$ cat src/rtl/booth_digit_accumulator_pkg.sv
// Shared encoding for the Booth digit datapath: FSM states, default width
// and the bit positions of the {neg, two, one} digit code.
`timescale 1ns/1ps
package booth_digit_accumulator_pkg;

  localparam int DEF_WIDTH = 8;

  localparam logic [1:0] ST_IDLE = 2'd0;
  localparam logic [1:0] ST_ACC  = 2'd1;
  localparam logic [1:0] ST_DONE = 2'd2;

  localparam int DIG_ONE_BIT = 0;
  localparam int DIG_TWO_BIT = 1;
  localparam int DIG_NEG_BIT = 2;

  typedef logic [2:0] dig_code_t;

  function automatic dig_code_t packDigit(input logic one, input logic two, input logic neg);
    dig_code_t code;
    code              = '0;
    code[DIG_ONE_BIT] = one;
    code[DIG_TWO_BIT] = two;
    code[DIG_NEG_BIT] = neg;
    return code;
  endfunction

endpackage

$ cat src/rtl/booth_digit_accumulator_pp_select.sv
// Booth partial-product selector: picks 0, M or 2M and inverts it for a
// negative digit; the +1 of the two's complement leaves as neg_cin.
`timescale 1ns/1ps
module booth_pp_select
  import booth_digit_accumulator_pkg::*;
#(
  parameter int WIDTH = DEF_WIDTH
) (
  input  logic [WIDTH-1:0] mcand,
  input  logic             one,
  input  logic             two,
  input  logic             neg,
  output logic [WIDTH:0]   pp,
  output logic             neg_cin,
  output logic             invalid
);

  logic [WIDTH:0] w_mult;

  assign invalid = one & two;

  // The invert-plus-carry form keeps -(-2^WIDTH) representable once the
  // carry is added at accumulator width; an invalid code selects zero.
  always_comb begin
    w_mult = '0;
    if (!invalid) begin
      if (one)      w_mult = {mcand[WIDTH-1], mcand};
      else if (two) w_mult = {mcand, 1'b0};
    end
  end

  assign pp      = neg ? ~w_mult : w_mult;
  assign neg_cin = neg;

endmodule

$ cat src/rtl/booth_digit_accumulator.sv
// Accumulates radix-4 Booth digits for one signed multiplicand into a
// 2*WIDTH product; IDLE -> ACC -> DONE with a prod_valid/prod_ready handshake.
`timescale 1ns/1ps
module booth_digit_accumulator
  import booth_digit_accumulator_pkg::*;
#(
  parameter int WIDTH = DEF_WIDTH
) (
  input  logic               clk,
  input  logic               rst_n,
  input  logic               start,
  input  logic [WIDTH-1:0]   mcand,
  input  logic               dig_valid,
  output logic               dig_ready,
  input  logic               dig_one,
  input  logic               dig_two,
  input  logic               dig_neg,
  input  logic               dig_last,
  output logic [2*WIDTH-1:0] prod,
  output logic               prod_valid,
  input  logic               prod_ready,
  output logic               err
);

  localparam int NDIG = WIDTH / 2;
  localparam int IDXW = (NDIG > 1) ? $clog2(NDIG) : 1;

  logic [1:0]         r_state;
  logic [WIDTH-1:0]   r_mcand;
  logic [2*WIDTH-1:0] r_acc;
  logic [IDXW-1:0]    r_idx;
  logic               r_err;

  dig_code_t          w_code;
  logic [WIDTH:0]     w_pp;
  logic               w_negCin;
  logic               w_invalid;
  logic               w_accept;
  logic               w_final;
  logic [2*WIDTH-1:0] w_ppExt;
  logic [2*WIDTH-1:0] w_term;

  assign w_code = packDigit(dig_one, dig_two, dig_neg);

  booth_pp_select #(
    .WIDTH(WIDTH)
  ) u_ppSelect (
    .mcand   (r_mcand),
    .one     (w_code[DIG_ONE_BIT]),
    .two     (w_code[DIG_TWO_BIT]),
    .neg     (w_code[DIG_NEG_BIT]),
    .pp      (w_pp),
    .neg_cin (w_negCin),
    .invalid (w_invalid)
  );

  // Sign-extend, complete the negation with the carry, then weight by 4^idx.
  assign w_ppExt = {{(WIDTH-1){w_pp[WIDTH]}}, w_pp} + {{(2*WIDTH-1){1'b0}}, w_negCin};
  assign w_term  = w_ppExt << {r_idx, 1'b0};

  assign w_accept = dig_valid && (r_state == ST_ACC);
  assign w_final  = dig_last || (r_idx == IDXW'(NDIG - 1));

  always_ff @(posedge clk or negedge rst_n) begin
    if (!rst_n) begin
      r_state <= ST_IDLE;
      r_mcand <= '0;
      r_acc   <= '0;
      r_idx   <= '0;
      r_err   <= 1'b0;
    end else begin
      case (r_state)
        ST_IDLE: begin
          if (start) begin
            r_mcand <= mcand;
            r_acc   <= '0;
            r_idx   <= '0;
            r_err   <= 1'b0;
            r_state <= ST_ACC;
          end
        end
        ST_ACC: begin
          if (w_accept) begin
            r_acc <= r_acc + w_term;
            r_idx <= r_idx + IDXW'(1);
            if (w_invalid) r_err <= 1'b1;
            if (w_final)   r_state <= ST_DONE;
          end
        end
        ST_DONE: begin
          if (prod_ready) r_state <= ST_IDLE;
        end
        default: r_state <= ST_IDLE;
      endcase
    end
  end

  assign dig_ready  = (r_state == ST_ACC);
  assign prod_valid = (r_state == ST_DONE);
  assign prod       = r_acc;
  assign err        = r_err;

endmodule
$ cat config.mk
export PLATFORM = sky130hd
export DESIGN_NAME = booth_digit_accumulator
export DESIGN_NICKNAME = d
export VERILOG_FILES = /design/src/rtl/booth_digit_accumulator_pkg.sv /design/src/rtl/booth_digit_accumulator_pp_select.sv /design/src/rtl/booth_digit_accumulator.sv
export SDC_FILE = /design/constraint.sdc
export NUM_CORES = 1
export LEC_CHECK = 0
export CORE_MARGIN = 2
export CORE_UTILIZATION = 55
export CTS_CLUSTER_DIAMETER = 30
export DETAILED_ROUTE_END_ITERATION = 8
export PLACE_DENSITY = 0.79
export SLEW_MARGIN = 5
export SYNTH_ARGS = -nofsm -noshare
export SYNTH_HDL_FRONTEND = slang
export SYNTH_SLANG_ARGS = --single-unit
$ cat constraint.sdc
create_clock -name clk -period 4.4 [get_ports clk]
set_input_delay 1.1 -clock clk [delete_from_list [all_inputs] [get_ports clk]]
set_output_delay 1.1 -clock clk [all_outputs]
set_load 0.02 [all_outputs]
==> results.sh <==
export IMPL_drc=0
export IMPL_slowest_delay_ps=490
export IMPL_place_hpwl_mm=5.71
export IMPL_reg2reg_slack_ps=420
export IMPL_synthMuxAreaShare_pct=5.90
export IMPL_antenna_found_initial=0
export IMPL_fill_cells=254
export IMPL_hold_class="reg2reg"
export IMPL_slowest_stage="or4b_4"
export IMPL_status="finished, violations left"
export IMPL_syn_cell_area_um2=2690
export IMPL_synth_simple_gate_area_share_pct=18.5
export IMPL_wirelength_mm=9.11
export IMPL_dieArea_um2=5470
export IMPL_placed_cell_area_um2=3540
export IMPL_cp_arrival_ps=4830
export IMPL_area_growth_pct=45.7
export IMPL_critPathCaptureType="register"
export IMPL_port_buffers=35
export IMPL_gp_congestion=0.977
export IMPL_drt_iter0_markers=335
export IMPL_final_period_utilization_pct=105
export IMPL_p_leak_nw=1.76
export IMPL_worst_pin_slew_ps=706
export IMPL_grt_pass1_wl_mm=13.6
export IMPL_synth_flop_cell="dfrtp_1"
export IMPL_nNetsFinal=449
export IMPL_diodes=0
export IMPL_antenna_left=0
export IMPL_die_w_um=74.0
export IMPL_vias=2971
export IMPL_critPathKind="in2reg"
export IMPL_cts_buffers=5
export IMPL_clock_fmax_mhz=217
export IMPL_row_count=25
export IMPL_hold_violations=0
export IMPL_ys_seq_area_share_pct=27.0
export IMPL_synth_common_cells="o21ai_0, nand2_1, dfrtp_1"
export IMPL_total_power_w=0.00323
export IMPL_cts_sinks=29
export IMPL_cts_root_buf="clkbuf_8"
export IMPL_avgRoutedWirePerCell_um=19.0
export IMPL_utilization_pct=83.0
export IMPL_yosys_area_top_type="dfrtp_1"
export IMPL_die_h_um=74.0
export IMPL_synth_area_leaders="dfrtp_1, ha_1, o21ai_0"
export IMPL_vias_per_cell=6.20
export IMPL_final_cell_area_um2=3920
export IMPL_cts_max_level=2
export IMPL_ioPinCount=36
export IMPL_rsz0062_at_grt="true"
export IMPL_path_clk_slew_ps=80
export IMPL_max_cap_viol_count=0
export IMPL_cts_tree="yes"
export IMPL_ys_ff_latch=29
export IMPL_track_usage_pct=32.7
export IMPL_synth_top_area_share_pct=27.0
export IMPL_dr_pass1_iters=5
export IMPL_synth_distinct_cells=65
export IMPL_synth_edf_count=0
export IMPL_gr_total_overflow=0
export IMPL_yosys_warnings=0
export IMPL_cp_common_cell="buf_4"
export IMPL_initial_core_util_pct=57.0
export IMPL_synth_nets=347
export IMPL_synth_top_family_by_area="compound AO/OA/AOI/OAI gates"
export IMPL_drive_gt1_share_pct=33.5
export IMPL_start_kind="input port"
export IMPL_yosysMostFrequentCell="o21ai_0"
export IMPL_timing_final_ws_setup_ps=-207
export IMPL_grt_max_degree=30
export IMPL_drv_slew=0
export IMPL_netlist_instances=309
export IMPL_cp_max_fo=4
export IMPL_preCtsSetupSlack_ps=-703
export IMPL_clkLatencyLatePin_ps=290
export IMPL_coreArea_um2=4720
export IMPL_holdBufCountCts=0
export IMPL_fin_crit_ps=4610
export IMPL_clockBufferDepth=2
export IMPL_synth_adder_area_share_pct=10.0
export IMPL_syn_area_per_cell_um2=8.71
export IMPL_setup_tns_final_ps=-298
export IMPL_skew_ps=12.7
export IMPL_setup_viol=3
export IMPL_failed_checks="negative setup slack"
export IMPL_p_per_area_nw_per_um2=823
export IMPL_synth_xor_xnor_area_share_pct=8.79
export IMPL_async_flop_share_pct=100
export IMPL_irDropWorstVdd_uv=605
export IMPL_synth_compound_area_share_pct=25.8
export IMPL_max_slew_margin_rel_pct=52.9
export IMPL_cp_data_required_time_ps=4620
export IMPL_path_cells="buf_8, buf_6, nor2b_4, a22oi_2, buf_4, buf_4, buf_4, buf_4, nor3_4, o211ai_1, xor2_1, mux2i_1, o22ai_1, ha_2, nand2_1, o21ai_0, nand2_1, o2111ai_2, o21bai_2, or4b_4, o211ai_2"
export IMPL_grt_pass1_vias=2782
placed cells by master, fill, tap and decap left out, types with 2 or more instances in the layout:
cell	netlist	layout
o211ai_1	2	2
clkbuf_8	0	6
and2_1	4	4
a21oi_2	0	3
clkdlybuf4s50_1	0	32
buf_6	3	4
dfrtp_1	29	29
a31oi_1	3	3
mux2_2	7	7
a21oi_1	17	13
and3b_4	2	2
a2111oi_4	1	2
xnor2_1	20	17
nor2_1	17	16
ha_1	20	15
xor2_1	7	7
buf_4	0	69
a21o_1	9	9
nor3_2	2	2
clkinv_1	2	2
nand3_1	6	6
mux2i_1	4	4
nand3b_1	4	4
nor3_1	5	4
xnor2_2	0	3
o21ai_1	4	11
nand4_1	4	4
ha_4	0	4
o21ai_2	0	3
nand2_1	35	32
inv_1	8	6
o22ai_1	3	3
a22o_1	5	5
a211oi_2	1	2
nand2_2	0	3
nor2b_4	1	2
o21ai_0	37	27
metrics by stage:
step                      hold WS (ps)  std cells
after floorplan                    503        309
after global placement             496        463
after detailed placement           493        463
after CTS                          522        477
after global routing               565        479
final                              520        479
worst max-delay path, delay by kind of cell:
| family | cells | cell delay, ps |
|---|---|---|
| buffers and inverters | 6 | 730 |
| adders and majority gates | 1 | 440 |
| AOI/OAI and AO/OA | 7 | 1020 |
| muxes | 1 | 350 |
| and+or+nand+nor | 5 | 990 |
| xor gates and xnor gates | 1 | 190 |
state kept, by name, summed over array words and instances (netlist names):
signal   count
r_state      2
prod        16
r_mcand      8
r_idx        2
err          1
power by group:
group          leakage (nW)  switching, W  total, W  internal, W
sequential            0.368      0.000168  0.000546     0.000378
clock                0.0585      0.000114  0.000299     0.000185
combinational          1.33       0.00119   0.00238      0.00119
total                  1.76       0.00147   0.00323      0.00175
logic make-up (layout without fill, tap and decap cells):
kind of cell	count (synthesis)	in the layout
xor gates and xnor gates	27	27
buffers and inverters	22	125
muxes	14	14
adders and majority gates	21	21
DFF	29	29
AOI/OAI and AO/OA	102	102
and+or+nand+nor	94	94
cell type report:
class | count | area (µm²) | share of cell area [%]
multi-input cells | 258 | 2050 | 52.3
repair buffers | 107 | 903 | 23.0
flip-flops and latches | 29 | 726 | 18.5
clock buffers | 7 | 86.3 | 2.20
well taps | 67 | 83.8 | 2.14
inverters | 10 | 40.0 | 1.02
clock inverters | 1 | 30.0 | 0.766
path summary, 6_finish.rpt:
check | from | end | cells after the start
worst max-delay path | dig_one | prod[15] | 21
worst min-delay path | prod[8] | prod[8] | 2
worst max register to register | r_mcand[3] | prod[15] | 15
worst min register to register | prod[8] | prod[8] | 2
max in group asynchronous | rst_n | r_mcand[5] | 2
min in group asynchronous | rst_n | prod[9] | 2
layer usage:
metal	track usage, %	up-vias	wire length, µm
met3	6.37	43	723
met5	0	-	0
li1	-	1342	-
met4	10.1	0	304
met2	53.3	183	4260
met1	44.1	1403	3820
what timing repair did:
| action | 4_1_cts | 5_1_grt |
|---|---|---|
| resized for setup | 31 | 36 |
| endpoints found under the hold margin | 0 | 0 |
| buffers inserted | 6 | 2 |
| setup endpoints to repair | 10 | 9 |
| pin swaps | 15 | 27 |
No activity file was read; power rests on OpenSTA's default activity.
